<file path="config.mk">
export PLATFORM = sky130hd
export DESIGN_NAME = quad_odo_hub
export DESIGN_NICKNAME = d
export VERILOG_FILES = /design/src/rtl/odo_pkg.sv /design/src/rtl/quad_chan.sv /design/src/rtl/quad_odo_hub.sv
export SDC_FILE = /design/constraint.sdc
export NUM_CORES = 2
export LEC_CHECK = 0
export BUFFER_PORTS_ARGS = -buffer_cell sky130_fd_sc_hd__buf_2
export CAP_MARGIN = 15
export CORE_AREA = 8 8 288 290
export CTS_BUF_LIST = sky130_fd_sc_hd__clkbuf_4 sky130_fd_sc_hd__clkbuf_8
export DETAILED_ROUTE_END_ITERATION = 12
export DIE_AREA = 0 0 296 298
export PLACE_DENSITY = 0.65
export SYNTH_ARGS = -nofsm -noshare
export SYNTH_HDL_FRONTEND = slang
export SYNTH_SLANG_ARGS = --single-unit
</file>
<file path="constraint.sdc">
create_clock -name CLOCK_50 -period 7.44 [get_ports CLOCK_50]
set_input_delay 1.116 -clock CLOCK_50 [delete_from_list [all_inputs] [get_ports CLOCK_50]]
set_output_delay 1.116 -clock CLOCK_50 [all_outputs]
set_load 0.02 [all_outputs]
</file>
<file path="src/rtl/odo_pkg.sv">
// Shared constants, quadrature state encoding and read-map helpers for the
// odometry hub and its channels.
package odo_pkg;

  localparam logic [31:0] ID_WORD    = 32'h0DE0_0D0B;
  localparam logic [31:0] RD_DEFAULT = 32'hFFFF_FFFF;

  // State bits are {b, a}; forward rotation is 00 -> 01 -> 11 -> 10 -> 00.
  typedef enum logic [1:0] {
    Q_00 = 2'b00,
    Q_01 = 2'b01,
    Q_11 = 2'b11,
    Q_10 = 2'b10
  } quad_state_t;

  // Gray-to-binary position on the forward rotation.
  function automatic logic [1:0] quad_pos(input quad_state_t s);
    return {s[1], s[1] ^ s[0]};
  endfunction

  function automatic int speed_base(input int n_ch);
    return n_ch;
  endfunction

  function automatic int err_addr(input int n_ch);
    return 2 * n_ch;
  endfunction

  function automatic int id_addr(input int n_ch);
    return 2 * n_ch + 1;
  endfunction

endpackage

</file>
<file path="src/rtl/quad_chan.sv">
// One quadrature channel: 2-FF synchroniser, per-phase glitch filter, 4x Gray
// decoder, wrapping position count and windowed speed with sticky error.
//   state | meaning
//   Q_00  | A low,  B low
//   Q_01  | A high, B low
//   Q_11  | A high, B high
//   Q_10  | A low,  B high
module quad_chan
  import odo_pkg::*;
#(
  parameter int CNT_W    = 32,
  parameter int FILT_LEN = 3
) (
  input  logic             CLOCK_50,
  input  logic             reset,
  input  logic             quad_a,
  input  logic             quad_b,
  input  logic             clr,
  input  logic             win_end,
  output logic [CNT_W-1:0] count,
  output logic [CNT_W-1:0] speed,
  output logic             err
);

  localparam logic [3:0] RUN_LAST = 4'(FILT_LEN - 1);

  logic [1:0]       sync_a;
  logic [1:0]       sync_b;
  logic [1:0]       filt;
  logic [3:0]       run_a;
  logic [3:0]       run_b;
  quad_state_t      q_prev;
  quad_state_t      q_cur;
  logic [1:0]       step;
  logic [CNT_W-1:0] prev;

  always_ff @(posedge CLOCK_50) begin
    if (reset) begin
      sync_a <= '0;
      sync_b <= '0;
    end else begin
      sync_a <= {sync_a[0], quad_a};
      sync_b <= {sync_b[0], quad_b};
    end
  end

  // A new level is adopted on the FILT_LEN-th consecutive differing sample.
  always_ff @(posedge CLOCK_50) begin
    if (reset) begin
      filt  <= '0;
      run_a <= '0;
      run_b <= '0;
    end else begin
      if (sync_a[1] == filt[0]) begin
        run_a <= '0;
      end else if (run_a == RUN_LAST) begin
        filt[0] <= sync_a[1];
        run_a   <= '0;
      end else begin
        run_a <= run_a + 4'd1;
      end
      if (sync_b[1] == filt[1]) begin
        run_b <= '0;
      end else if (run_b == RUN_LAST) begin
        filt[1] <= sync_b[1];
        run_b   <= '0;
      end else begin
        run_b <= run_b + 4'd1;
      end
    end
  end

  assign q_cur = quad_state_t'(filt);
  assign step  = quad_pos(q_cur) - quad_pos(q_prev);

  always_ff @(posedge CLOCK_50) begin
    if (reset) begin
      q_prev <= Q_00;
      count  <= '0;
      prev   <= '0;
      speed  <= '0;
      err    <= 1'b0;
    end else begin
      q_prev <= q_cur;
      if (clr) begin
        count <= '0;
        prev  <= '0;
        speed <= '0;
        err   <= 1'b0;
      end else begin
        case (step)
          2'd1:    count <= count + CNT_W'(1);
          2'd3:    count <= count - CNT_W'(1);
          2'd2:    err   <= 1'b1;
          default: ;
        endcase
        // Speed uses the pre-step count, so a coincident step lands in the next window.
        if (win_end) begin
          speed <= count - prev;
          prev  <= count;
        end
      end
    end
  end

endmodule

</file>
<file path="src/rtl/quad_odo_hub.sv">
// Multi-channel quadrature odometry hub: per-channel decoders, shared speed
// window, snapshot shadow registers and a combinational read map.
module quad_odo_hub
  import odo_pkg::*;
#(
  parameter int N_CH       = 4,
  parameter int CNT_W      = 32,
  parameter int WINDOW_CYC = 500_000,
  parameter int FILT_LEN   = 3
) (
  input  logic            CLOCK_50,
  input  logic            reset,
  input  logic [N_CH-1:0] quad_a,
  input  logic [N_CH-1:0] quad_b,
  input  logic            clr_req,
  input  logic [N_CH-1:0] clr_mask,
  input  logic            snap_req,
  output logic            snap_ack,
  input  logic [7:0]      rd_addr,
  output logic [31:0]     rd_data,
  output logic            speed_valid,
  output logic [N_CH-1:0] err_flags
);

  localparam int               WIN_W    = (WINDOW_CYC > 1) ? $clog2(WINDOW_CYC) : 1;
  localparam logic [WIN_W-1:0] WIN_LAST = WIN_W'(WINDOW_CYC - 1);

  logic [WIN_W-1:0] win_cnt;
  logic             win_end;
  logic             snap_pend;
  logic [CNT_W-1:0] cnt_live [N_CH];
  logic [CNT_W-1:0] spd_live [N_CH];
  logic [N_CH-1:0]  err_live;
  logic [CNT_W-1:0] cnt_shd  [N_CH];
  logic [CNT_W-1:0] spd_shd  [N_CH];
  logic [N_CH-1:0]  err_shd;

  assign win_end = (win_cnt == WIN_LAST);

  always_ff @(posedge CLOCK_50) begin
    if (reset) begin
      win_cnt     <= '0;
      speed_valid <= 1'b0;
    end else begin
      speed_valid <= win_end;
      win_cnt     <= win_end ? '0 : win_cnt + WIN_W'(1);
    end
  end

  for (genvar i = 0; i < N_CH; i++) begin : g_ch
    quad_chan #(
      .CNT_W   (CNT_W),
      .FILT_LEN(FILT_LEN)
    ) u_chan (
      .CLOCK_50(CLOCK_50),
      .reset   (reset),
      .quad_a  (quad_a[i]),
      .quad_b  (quad_b[i]),
      .clr     (clr_req & clr_mask[i]),
      .win_end (win_end),
      .count   (cnt_live[i]),
      .speed   (spd_live[i]),
      .err     (err_live[i])
    );
  end

  assign err_flags = err_live;

  // A request arriving while a capture is pending folds into it (one ack).
  always_ff @(posedge CLOCK_50) begin
    if (reset) begin
      snap_pend <= 1'b0;
      snap_ack  <= 1'b0;
      cnt_shd   <= '{default: '0};
      spd_shd   <= '{default: '0};
      err_shd   <= '0;
    end else begin
      snap_ack <= snap_pend;
      if (snap_req && !snap_pend) begin
        snap_pend <= 1'b1;
        cnt_shd   <= cnt_live;
        spd_shd   <= spd_live;
        err_shd   <= err_live;
      end else begin
        snap_pend <= 1'b0;
      end
    end
  end

  always_comb begin
    rd_data = RD_DEFAULT;
    for (int i = 0; i < N_CH; i++) begin
      if (int'(rd_addr) == i)                    rd_data = 32'(signed'(cnt_shd[i]));
      if (int'(rd_addr) == speed_base(N_CH) + i) rd_data = 32'(signed'(spd_shd[i]));
    end
    if (int'(rd_addr) == err_addr(N_CH)) rd_data = 32'(err_shd);
    if (int'(rd_addr) == id_addr(N_CH))  rd_data = ID_WORD;
  end

endmodule
</file>
==> impl_metrics.py <==
metrics = {
    "outcome": {
        "run_status": "finished clean",
    },
    "synth": {
        "yosysTopAreaCell": "sky130_fd_sc_hd__dfxtp_1",
        "warning_count_from_the_yosys_run": 0,
        "synth_cell_types": 88,
        "synth-edff-count": 0,
        "synth_area_sq_um": 38790,
        "ys_top_cells_by_count": "1118 x sky130_fd_sc_hd__nand2_1, 753 x sky130_fd_sc_hd__a21oi_1, 734 x sky130_fd_sc_hd__dfxtp_1",
        "synth.yosys.seq_area_share_pct": 37.88,
        "post_synth.cell_area_avg_sq_um": 7.410,
        "syn-num-nets": 5412,
        "netlist_top_cells_area": "sky130_fd_sc_hd__dfxtp_1 38%, sky130_fd_sc_hd__nand2_1 11%, sky130_fd_sc_hd__a21oi_1 9.7%, sky130_fd_sc_hd__ha_1 4.8%, sky130_fd_sc_hd__nor2_1 3.9%",
        "yosys_most_used_dff": "sky130_fd_sc_hd__dfxtp_1",
        "syn-instance-count": 5235,
        "yosys.cell_count.top_type": "sky130_fd_sc_hd__nand2_1",
        "async_reset_ff_share_pct": 0,
        "area_fraction_of_the_dominant_cell_type_after_synthesis_pct": 37.88,
        "synth_seq_cells": 734,
    },
    "timing": {
        "rsz0062_at_grt": "false",
        "final_max_slew_viol_count": 0,
        "period_minus_ws_final_ns": 6.062,
        "clock_skew_ns": 0.03742,
        "max_slew.worst_pin.slew_ns": 1.086,
        "timing.fmax_mhz": 165.0,
        "totalNegativeSetupSlack_ns": 0,
        "slew-limit-headroom_pct": 27.57,
        "fin_crit_sh_pct": 81.48,
        "final_hold_viol_count": 0,
        "finalSetupViolCount": 0,
    },
    "routing": {
        "drt_first_iter_violations": 3248,
        "wl_per_cell_microns": 19.62,
        "detailroute.via_count": 36240,
        "drt-total-wl_microns": 122500,
        "drtPass1Iterations": 6,
        "routed_via_density": 5.804,
        "number_of_antenna_violating_nets_in_the_routed_design": 0,
        "drc": 0,
    },
    "finish": {
        "post_route_cells_drive_above_1_share_pct": 7.651,
        "synthToLayoutAreaGrowth_pct": 8.699,
        "post-route-util_pct": 53.81,
        "final_nets": 5263,
        "stdcell_area_sq_um": 42170,
    },
    "grt": {
        "grt.met1_usage_pct": 37.26,
        "grt_max_degree": 200,
        "global_route_wire_length_before_repair_microns": 190000,
        "grtUsageMet2_pct": 41.12,
        "grtUsageMet3_pct": 5.868,
        "number_of_global_route_vias_before_repair": 32620,
        "grt.busiest_layer": "met2",
        "globalRouteOverflowTotal": 0,
        "gr-usage-all-layers_pct": 26.86,
        "grt_antenna_before_repair": 6,
    },
    "worst_setup_path": {
        "cp_num_buf_inv": 2,
        "critical-path-slowest-cell": "sky130_fd_sc_hd__nor3b_1",
        "criticalPathCategory": "in2out",
        "worstPathArrival_ns": 4.95,
        "critical_path.max_fanout": 28,
        "cp.required_ns": 6.32,
        "crit_chain": "buf_2 > or4_1 > nor3b_1 > nand2_1 > o22ai_1 > nor4_1 > a21oi_1 > nor3_1 > a21oi_1 > nor2_1 > buf_2",
        "critPathMaxStageDelay_ns": 0.91,
        "end_kind": "primary output",
        "worstSetupStartpointType": "primary input",
        "worst_path_dominant_cell_family": "simple AND/OR/NAND/NOR gates",
    },
    "clock_network": {
        "insertion_delay_ns": 0.80,
        "clock_tree.buffer_depth": 3,
        "clk_transition_reported_paths_ns": 0.06,
        "cts_resized": 0,
        "cts_tree": "done",
        "cts-htree-levels": 4,
        "clkSinkCount": 734,
        "postCtsSetupBuffers": 0,
        "numCtsBuffers": 132,
        "cts_hold_buffers": 0,
        "cts-root-buf": "sky130_fd_sc_hd__clkbuf_8",
    },
    "pwr": {
        "comb_power_share_pct": 2.7,
        "worst_ir_drop_vdd_mv": 0.1752,
        "power.density_nw_per_um2": 193.3,
        "power_report.internal_total_w": 0.006198,
        "netSwitchingFraction_pct": 23.98,
        "seq_power_share_pct": 48.4,
        "p_sw_w": 0.001955,
        "p_clk_share_pct": 48.9,
        "static-leakage-power_nw": 14.79,
    },
    "placed_design": {
        "gp_congestion": 0.9897,
        "hpwl_microns": 85760,
        "buffer_ports.inserted": 61,
        "placedInstanceArea_sq_um": 39380,
    },
    "hold_path": {
        "worst_hold_path_type": "reg2reg",
    },
    "run": {
        "cap_viol_max_count": 0,
    },
    "die": {
        "fp-row-count": 103,
        "core_region_area_sq_um": 78360,
        "chipWidth_microns": 296,
        "initial_core_util_pct": 49.51,
        "num_io_pins": 62,
        "design.die.area_sq_um": 88210,
        "die_height_microns": 298,
    },
}
## power groups by stage
stage | sequential (W) | combinational (W) | clock (W)
6_report | 0.00395 | 0.000219 | 0.00399
4_1_cts | 0.00395 | 0.000219 | 0.00407
2_1_floorplan | 0.00403 | 0.000152 | 0
3_3_place_gp | 0.00403 | 0.000218 | 0
3_5_place_dp | 0.00403 | 0.000218 | 0
5_1_grt | 0.00394 | 0.000236 | 0.00427
## cell families after synthesis
family,after synthesis,synth area share (%)
buffers and inverters,550,5.415
and+or+nand+nor,2182,25.05
adders and majority gates,153,5.012
muxes,54,1.471
DFF,734,37.88
xor gates and xnor gates,239,5.544
AOI/OAI and AO/OA,1323,19.63
## layer usage
layer	wire length [microns]	part of all wire, %	vias to the layer above
li1	-	-	17740
met1	54320	44	17070
met5	7	0.0057	-
met3	10450	8.5	184
met4	3156	2.6	2
met2	54570	45	1242
## final cells by class
cell class / count / area, sq um
well taps: 1050 / 1314
fillers: 7784 / 36190
diodes: 4 / 10.01
clock buffers: 201 / 2485
flip-flops and latches: 734 / 14690
clock inverters: 36 / 295.3
inverters: 165 / 619.3
repair buffers: 102 / 685.7
multi-input cells: 3951 / 22060
## sequential cells by signal (all words and copies together), names as in the netlist
signal and count:
cnt_shd 128, err_shd 4, g_ch.u_chan.count 128, g_ch.u_chan.err 4, g_ch.u_chan.filt 8, g_ch.u_chan.prev 128
g_ch.u_chan.q_prev 8, g_ch.u_chan.run_a 16, g_ch.u_chan.run_b 16, g_ch.u_chan.speed 128, g_ch.u_chan.sync_a 8, g_ch.u_chan.sync_b 8
snap_ack 1, snap_pend 1, spd_shd 128, speed_valid 1, win_cnt 19
## final timing paths
path                            start                       end  cells past startpoint  slack, ns
max reg2reg    g_ch[1].u_chan.filt[1]  g_ch[1].u_chan.count[20]                     15       2.52
min reg2reg  g_ch[2].u_chan.sync_a[0]  g_ch[2].u_chan.sync_a[1]                      1       0.44
min          g_ch[2].u_chan.sync_a[0]  g_ch[2].u_chan.sync_a[1]                      1       0.44
max                        rd_addr[5]               rd_data[16]                     11       1.38
## metrics by stage
step	hold slack (ns)	setup slack, ns	total power (W)	std cells
2_1_floorplan	0.4138	2.849	0.004181	5235
3_3_place_gp	0.4257	1.622	0.004249	6002
3_5_place_dp	0.4303	1.504	0.004249	6002
4_1_cts	0.4446	1.512	0.008235	6239
5_1_grt	0.4609	1.136	0.008448	6241
6_report	0.4396	1.378	0.008152	6243
## placed cells by master (no fill, tap or decap), drive strengths merged, types with 11 or more instances in the layout
cell type / netlist / layout
ha: 149 / 149
o21ai: 188 / 188
nand4: 51 / 51
xnor2: 154 / 154
o22ai: 65 / 65
nor4: 60 / 60
dfxtp: 734 / 734
buf: 29 / 102
nand3: 113 / 113
o31ai: 19 / 19
and3: 41 / 41
clkbuf: 356 / 201
clkinv: 0 / 19
nor3: 108 / 108
nand2: 1118 / 1118
a21o: 73 / 73
nor3b: 20 / 20
nor2b: 44 / 44
nand2b: 31 / 31
mux2: 24 / 24
o211ai: 11 / 11
mux2i: 30 / 30
o21a: 22 / 22
nor2: 406 / 406
inv: 165 / 175
o221ai: 14 / 14
or2: 16 / 16
a211oi: 40 / 40
a32oi: 11 / 11
a21oi: 753 / 753
or3: 108 / 108
a41oi: 15 / 15
or4: 25 / 25
xor2: 81 / 81
and2: 14 / 14
a31oi: 41 / 41
nor4b: 11 / 11
Note: power is estimated with default switching activity, not from simulation.
